[src/rtl/pe_mac_sequencer.sv]
// pe_mac_sequencer: job controller for a single PE MAC unit.
// Streams operand pairs into the PE slot-major, strobes the rounder on each slot's
// last MAC and collects rounded results in a credit-protected result FIFO.
// Optional feature macro: PE_MAC_SEQUENCER_PERF_EN adds busy/stall cycle counters.
module pe_mac_sequencer #(
    parameter int unsigned  INT_BITS  = 7,
    parameter int unsigned  FRAC_BITS = 9,
    parameter int unsigned  LEN_W     = 8,
    parameter int unsigned  RES_DEPTH = 4,
    localparam int unsigned DW        = INT_BITS + FRAC_BITS
) (
    input  logic             clk,
    input  logic             rst,
    input  logic             start_i,
    input  logic [2:0]       cfg_slots_i,
    input  logic [LEN_W-1:0] cfg_len_i,
    output logic             busy_o,
    output logic             done_o,
    input  logic [DW-1:0]    src_a_i,
    input  logic [DW-1:0]    src_b_i,
    input  logic             src_valid_i,
    output logic             src_ready_o,
    output logic             pe_rst_n_o,
    output logic [DW-1:0]    pe_data_in_1_o,
    output logic [DW-1:0]    pe_data_in_2_o,
    output logic [3:0]       pe_add_number_o,
    output logic             pe_rounder_en_o,
    output logic             pe_keep_o,
    input  logic [DW-1:0]    pe_data_out_i,
    input  logic             pe_rounder_valid_i,
    input  logic [3:0]       pe_round_number_i,
    output logic [DW-1:0]    res_data_o,
    output logic [2:0]       res_slot_o,
    output logic             res_last_o,
    output logic             res_valid_o,
`ifdef PE_MAC_SEQUENCER_PERF_EN
    output logic [31:0]      perf_busy_cnt_o,
    output logic [31:0]      perf_stall_cnt_o,
`endif
    input  logic             res_ready_i
);

    localparam int unsigned PW = $clog2(RES_DEPTH);
    localparam int unsigned CW = PW + 1;
    localparam logic [CW:0] DepthFull = (CW + 1)'(RES_DEPTH);

    typedef enum logic [2:0] {StIdle, StClear, StRun, StDrain, StDone} state_e;

    state_e             state_q, state_d;
    logic [2:0]         cfg_slots_q, cfg_slots_d;
    logic [LEN_W-1:0]   cfg_len_q, cfg_len_d;
    logic [2:0]         slot_q, slot_d;
    logic [LEN_W-1:0]   mac_q, mac_d;
    logic               prot_q;
    logic [CW-1:0]      inflight_q, inflight_d;

    logic               cap_valid_q;
    logic [3:0]         cap_num_q;
    logic [DW-1:0]      cap_data_q;
    logic               cap_last;

    logic [DW-1:0]      data_mem_q [RES_DEPTH];
    logic [2:0]         slot_mem_q [RES_DEPTH];
    logic               last_mem_q [RES_DEPTH];
    logic [PW-1:0]      wr_q, rd_q;
    logic [CW-1:0]      cnt_q, cnt_d;

    logic               run, slot_last, credit_zero, xfer, push, pop, keep_raw;
    logic [CW:0]        used;

    assign run         = (state_q == StRun);
    assign slot_last   = (mac_q == cfg_len_q);
    assign used        = {1'b0, cnt_q} + {1'b0, inflight_q};
    // Every slot-last MAC reserves one FIFO entry; stall it if none is free.
    assign credit_zero = (used >= DepthFull);
    assign src_ready_o = run && !(slot_last && credit_zero);
    assign xfer        = src_valid_i && src_ready_o;

    assign pe_rounder_en_o = xfer && slot_last;
    assign pe_data_in_1_o  = xfer ? src_a_i : '0;
    assign pe_data_in_2_o  = xfer ? src_b_i : '0;
    assign pe_add_number_o = {1'b0, slot_q};
    // Reset level is observed combinationally so outputs drop in the same cycle.
    assign pe_rst_n_o      = !rst && (state_q != StClear);
    assign pe_keep_o       = keep_raw && !rst;

    assign busy_o = (state_q != StIdle);
    assign done_o = (state_q == StDone);

    assign cap_last    = (cap_num_q == {1'b0, cfg_slots_q});
    assign push        = cap_valid_q && ((state_q == StRun) || (state_q == StDrain));
    assign res_valid_o = (cnt_q != '0);
    assign pop         = res_valid_o && res_ready_i;
    assign res_data_o  = data_mem_q[rd_q];
    assign res_slot_o  = slot_mem_q[rd_q];
    assign res_last_o  = last_mem_q[rd_q];

    // Next-state logic for the job FSM and the slot/MAC counters.
    always_comb begin
        state_d     = state_q;
        cfg_slots_d = cfg_slots_q;
        cfg_len_d   = cfg_len_q;
        slot_d      = slot_q;
        mac_d       = mac_q;
        unique case (state_q)
            StIdle: begin
                if (start_i) begin
                    state_d     = StClear;
                    cfg_slots_d = cfg_slots_i;
                    cfg_len_d   = cfg_len_i;
                    slot_d      = '0;
                    mac_d       = '0;
                end
            end
            StClear: state_d = StRun;
            StRun: begin
                if (xfer) begin
                    if (slot_last) begin
                        mac_d = '0;
                        if (slot_q == cfg_slots_q) begin
                            slot_d  = '0;
                            state_d = StDrain;
                        end else begin
                            slot_d = slot_q + 3'd1;
                        end
                    end else begin
                        mac_d = mac_q + LEN_W'(1);
                    end
                end
            end
            StDrain: begin
                if (pop && res_last_o) begin
                    state_d = StDone;
                end
            end
            StDone:  state_d = StIdle;
            default: state_d = StIdle;
        endcase
    end

    // PE freeze: bubbles freeze the pipeline, but the cycle after a round strobe must advance.
    always_comb begin
        keep_raw = 1'b1;
        unique case (state_q)
            StClear: keep_raw = 1'b0;
            StRun:   keep_raw = !xfer;
            default: keep_raw = 1'b1;
        endcase
        if (prot_q) begin
            keep_raw = 1'b0;
        end
    end

    // Results reserved but not yet captured: up on round strobe, down on FIFO push.
    always_comb begin
        inflight_d = inflight_q;
        if (pe_rounder_en_o && !push) begin
            inflight_d = inflight_q + CW'(1);
        end else if (!pe_rounder_en_o && push) begin
            inflight_d = inflight_q - CW'(1);
        end
    end

    // FIFO occupancy next-state.
    always_comb begin
        cnt_d = cnt_q;
        if (push && !pop) begin
            cnt_d = cnt_q + CW'(1);
        end else if (!push && pop) begin
            cnt_d = cnt_q - CW'(1);
        end
    end

    // FSM, counters, protected-cycle flag and credit state.
    always_ff @(posedge clk or posedge rst) begin
        if (rst) begin
            state_q     <= StIdle;
            cfg_slots_q <= '0;
            cfg_len_q   <= '0;
            slot_q      <= '0;
            mac_q       <= '0;
            prot_q      <= 1'b0;
            inflight_q  <= '0;
        end else begin
            state_q     <= state_d;
            cfg_slots_q <= cfg_slots_d;
            cfg_len_q   <= cfg_len_d;
            slot_q      <= slot_d;
            mac_q       <= mac_d;
            prot_q      <= pe_rounder_en_o;
            inflight_q  <= inflight_d;
        end
    end

    // One-cycle delay of the PE round stage before it is written to the FIFO.
    always_ff @(posedge clk or posedge rst) begin
        if (rst) begin
            cap_valid_q <= 1'b0;
            cap_num_q   <= '0;
            cap_data_q  <= '0;
        end else begin
            cap_valid_q <= pe_rounder_valid_i;
            cap_num_q   <= pe_round_number_i;
            cap_data_q  <= pe_data_out_i;
        end
    end

    // Result FIFO storage and pointers.
    always_ff @(posedge clk or posedge rst) begin
        if (rst) begin
            wr_q  <= '0;
            rd_q  <= '0;
            cnt_q <= '0;
            for (int i = 0; i < RES_DEPTH; i++) begin
                data_mem_q[i] <= '0;
                slot_mem_q[i] <= '0;
                last_mem_q[i] <= 1'b0;
            end
        end else begin
            if (push) begin
                data_mem_q[wr_q] <= cap_data_q;
                slot_mem_q[wr_q] <= cap_num_q[2:0];
                last_mem_q[wr_q] <= cap_last;
                wr_q             <= wr_q + PW'(1);
            end
            if (pop) begin
                rd_q <= rd_q + PW'(1);
            end
            cnt_q <= cnt_d;
        end
    end

    // Credit accounting makes a push into a full FIFO impossible.
    assert property (@(posedge clk) disable iff (rst) !(push && !pop && ({1'b0, cnt_q} == DepthFull)));

`ifdef PE_MAC_SEQUENCER_PERF_EN
    logic [31:0] perf_busy_q, perf_stall_q;

    // Busy and stall cycle counters: restart on job acceptance, saturate at all-ones.
    always_ff @(posedge clk or posedge rst) begin
        if (rst) begin
            perf_busy_q  <= '0;
            perf_stall_q <= '0;
        end else if ((state_q == StIdle) && start_i) begin
            perf_busy_q  <= '0;
            perf_stall_q <= '0;
        end else begin
            if (busy_o && (perf_busy_q != '1)) begin
                perf_busy_q <= perf_busy_q + 32'd1;
            end
            if (run && pe_keep_o && (perf_stall_q != '1)) begin
                perf_stall_q <= perf_stall_q + 32'd1;
            end
        end
    end

    assign perf_busy_cnt_o  = perf_busy_q;
    assign perf_stall_cnt_o = perf_stall_q;
`endif

endmodule

[config.mk]
export PLATFORM = sky130hd
export DESIGN_NAME = pe_mac_sequencer
export DESIGN_NICKNAME = d
export VERILOG_FILES = /design/src/rtl/pe_mac_sequencer.sv
export SDC_FILE = /design/constraint.sdc
export NUM_CORES = 1
export LEC_CHECK = 0
export CORE_MARGIN = 5
export CORE_UTILIZATION = 51
export DETAILED_ROUTE_END_ITERATION = 8
export GPL_TIMING_DRIVEN = 0
export PLACE_DENSITY = 0.82
export SLEW_MARGIN = 20
export SYNTH_ARGS = -nofsm -noshare
export SYNTH_HDL_FRONTEND = slang
export SYNTH_SLANG_ARGS = --single-unit
[constraint.sdc]
create_clock -name clk -period 5.5 [get_ports clk]
set_input_delay 1.1 -clock clk [delete_from_list [all_inputs] [get_ports clk]]
set_output_delay 1.1 -clock clk [all_outputs]
set_load 0.05 [all_outputs]
==> impl_metrics.ini <==
[run_status]
outcome = finished, final reports clean

[synth]
synth_top_cell_by_area = dfrtp_1
synthDistinctLibCells = 47
synth_xor_area_share_pct = 3.24
yosys_most_used_dff = dfrtp_1
synth_top_family_by_area = multiplexers
mux_contribution_to_synthesized_area_pct = 22.2
synth_fp_nets = 545
postSynthAreaPerCell_sq_um = 13.4
synth_sequential_area_ratio_pct = 55.2
ys_async_rst_share_pct = 100
synth_seq_cells = 137
synth_compound_area_share_pct = 3.66
synthTopCellsByArea = dfrtp_1 55%, mux2_2 12%, mux4_2 7.2%, nand2_1 3.4%, and2_1 3.3%
post_synth_fa_ha_maj_area_fraction_pct = 2.66
mappedNetlistArea_sq_um = 6210
synthesis.instances = 464
number_of_flops_mapped_to_enable_cells_by_yosys = 0
synth.yosys.warnings = 0
synthesized_area_fraction_occupied_by_and_or_nand_nor_cells_pct = 10.7
post-synth-top-area-fraction_pct = 55.2

[worst_setup_path]
worst_ep_required_time_ns = 4.40
criticalPathCategory = primary input to output port
cp_max_fo = 10
setup.worst_path.end_class = output port
cp.arrival_ns = 3.46
timing.reg2reg.worst_path_depth = 11
critical_path.startpoint_type = primary input

[global_route]
grt.busiest_layer = met2
first_global_vias = 4388
grt_start_max_net_pins = 118
grt_util_all_layers_pct = 20.3
grt_use_met3_pct = 6.41
grt_antenna_before_repair = 0
grt_first_pass_wirelength_um = 22900
grt.overflow.total = 0
m1_gr_usage_pct = 24.2
grt_util_met2_pct = 36.0

[pwr]
vdd_drop_max_mv = 0.478
pwr_cell_area_nw_per_um2 = 659
static-leakage-power_uw = 0.00362
totalPowerFinal_uw = 5490

[timing]
fin_worst_skew_ns = 0.0110
worst_pin_slew_ns = 0.820
max_clock_freq_mhz = 219
timing.max_slew.rel_slack_pct = 45.3
final-max-slew-violation-count = 0
setup-violations-final = 0
fin_crit_sh_pct = 83.0
grt_setup_unrepaired = no
timing.final.hold_violations = 0
post-route-min-period_ns = 4.56

[route]
num_vias = 4123
drt_drc_violations_left = 0
detailedRoute.firstPassIterationCount = 4
drt_wl_total_um = 13900
detail_route.vias_per_cell = 5.35
wire_per_inst_um = 18.0
drt-initial-drc-count = 160
route.antenna.remaining_nets = 0

[die]
chipWidth_um = 120
fp.coreArea_sq_um = 12000
die_area_sq_um = 14500
die_height_um = 120
fp-row-count = 40
floorplan.initialDensity_pct = 51.9
io_pins = 132

[final_layout]
final_net_count = 695
layout.filler_cells = 822
combined_flip_flop_and_latch_cell_area_sq_um = 3430
layout_common_cells = 137 x dfrtp_1, 130 x clkdlybuf4s50_1, 65 x mux2_2
layout_commonest_cell = dfrtp_1
multi_input_area_sq_um = 2640
layout_cell_share_with_drive_strength_beyond_1_pct = 20.8
finish.cell_count_without_fillers = 771
flow.area_growth_from_synthesis_pct = 33.9
num_antenna_cells = 0

[clock_tree]
cts.sink_count = 137
clock_latency_ns = 0.41
cts_setup_buffers = 0
clock_tree_from_tritoncts = done
cts_buffer_depth = 2
cts_made_buffers = 17
clk_transition_reported_paths_ns = 0.05
holdBufCountCts = 0
cts_resized = 0
cts.root.buffer_cell = clkbuf_16
clock_tree.htree_level_count = 4

[worst_hold_path]
hold_depth = 1
hold_path.class = flop to flop

[place]
placed_cells_incl_taps = 742
gp_congestion = 0.836
detailed_place_hpwl_um = 10100
numPortBuffers = 130

[run]
cap_violations = 0
==> final timing paths <==
path / slack [ns] / to / from
worst min register to register: 0.47 / inflight_q[2] / inflight_q[2]
min in group asynchronous: 1.06 / slot_q[2] / rst
max in group asynchronous: 3.64 / mac_q[0] / rst
worst min-delay path: 0.47 / inflight_q[2] / inflight_q[2]
worst max-delay path: 0.94 / pe_data_in_1_o[4] / src_valid_i
worst max register to register: 2.36 / inflight_q[2] / cnt_q[2]
==> logic make-up after synthesis <==
kind of cell    after synthesis
compound gates               28
xor+xnor                     23
fa+ha+maj                    12
buf+inv                      34
flops                       137
mux                         103
other cells                   1
simple gates                126
==> per-layer routing <==
| metal | routed length [um] | vias to the layer above | share of wire (%) |
|---|---|---|---|
| li1 | - | 1908 | - |
| met1 | 5700 | 2050 | 41 |
| met2 | 7180 | 146 | 52 |
| met3 | 875 | 19 | 6.3 |
| met4 | 147 | 0 | 1.1 |
| met5 | 0 | - | 0 |
==> metrics by stage <==
stage | hold slack (ns) | TNS, ns | cell area, sq um | setup WS (ns) | utilization [%]
after floorplan | 0.445 | 0 | 6210 | 0.732 | -
after detailed placement | 0.466 | 0 | 7730 | 0.906 | 64.7
after CTS | 0.478 | 0 | 8320 | 0.902 | 69.6
final | 0.474 | 0 | 8320 | 0.936 | 69.6
after global placement | 0.460 | -111.70 | 7700 | -0.821 | 64.4
after global routing | 0.496 | 0 | 8320 | 0.814 | 69.6
==> final cells by class <==
class	instances	area share [%]
Timing Repair Buffer	131	16.0
Multi-Input combinational cell	293	31.8
Inverter	13	0.677
Sequential cell	137	41.2
Buffer	21	1.11
Clock inverter	9	1.82
Clock buffer	20	5.25
Tap cell	147	2.21
==> where the power goes <==
group,switching (uW),total (uW),internal [uW]
clock,389,1140,748
sequential,271,1690,1420
combinational,1530,2660,1130
total,2190,5490,3300
==> registers in the layout, indices dropped and copies added, names as in the netlist, 4 cells and up <==
name and flops:
cfg_len_q 8, cap_data_q 16, data_mem_q 64, slot_mem_q 12, mac_q 8, cap_num_q 4, last_mem_q 4
==> Yosys cell counts (2+ instances only) <==
cell type  count
buf_1          2
mux2_2        65
fa_1           2
nor4_4         2
or3_1          3
nand3_1        2
a21oi_1        5
mux4_2        20
o21ai_1        2
ha_1          10
buf_2          8
mux2i_1        3
nor2b_1        2
or4_1          2
xor2_1        18
inv_1         12
o21ai_0        5
nor2_1         7
a31oi_1        2
and3_1         2
nand2_1       57
xnor2_1        5
nor3b_1        2
dfrtp_1      137
and2_1        33
mux2_1        15
clkbuf_1      10
nand2b_1       6
o31ai_1        3
o2111ai_1      3
nor3_1         3
==> critical path, stage by stage <==
cell and delay [ns]:
clkdlybuf4s50_1 0.45, nand4bb_1 0.23, a31oi_4 0.38, clkbuf_1 0.29, and2_1 0.19, clkdlybuf4s50_1 0.81
No activity file was read; power rests on OpenSTA's default activity.
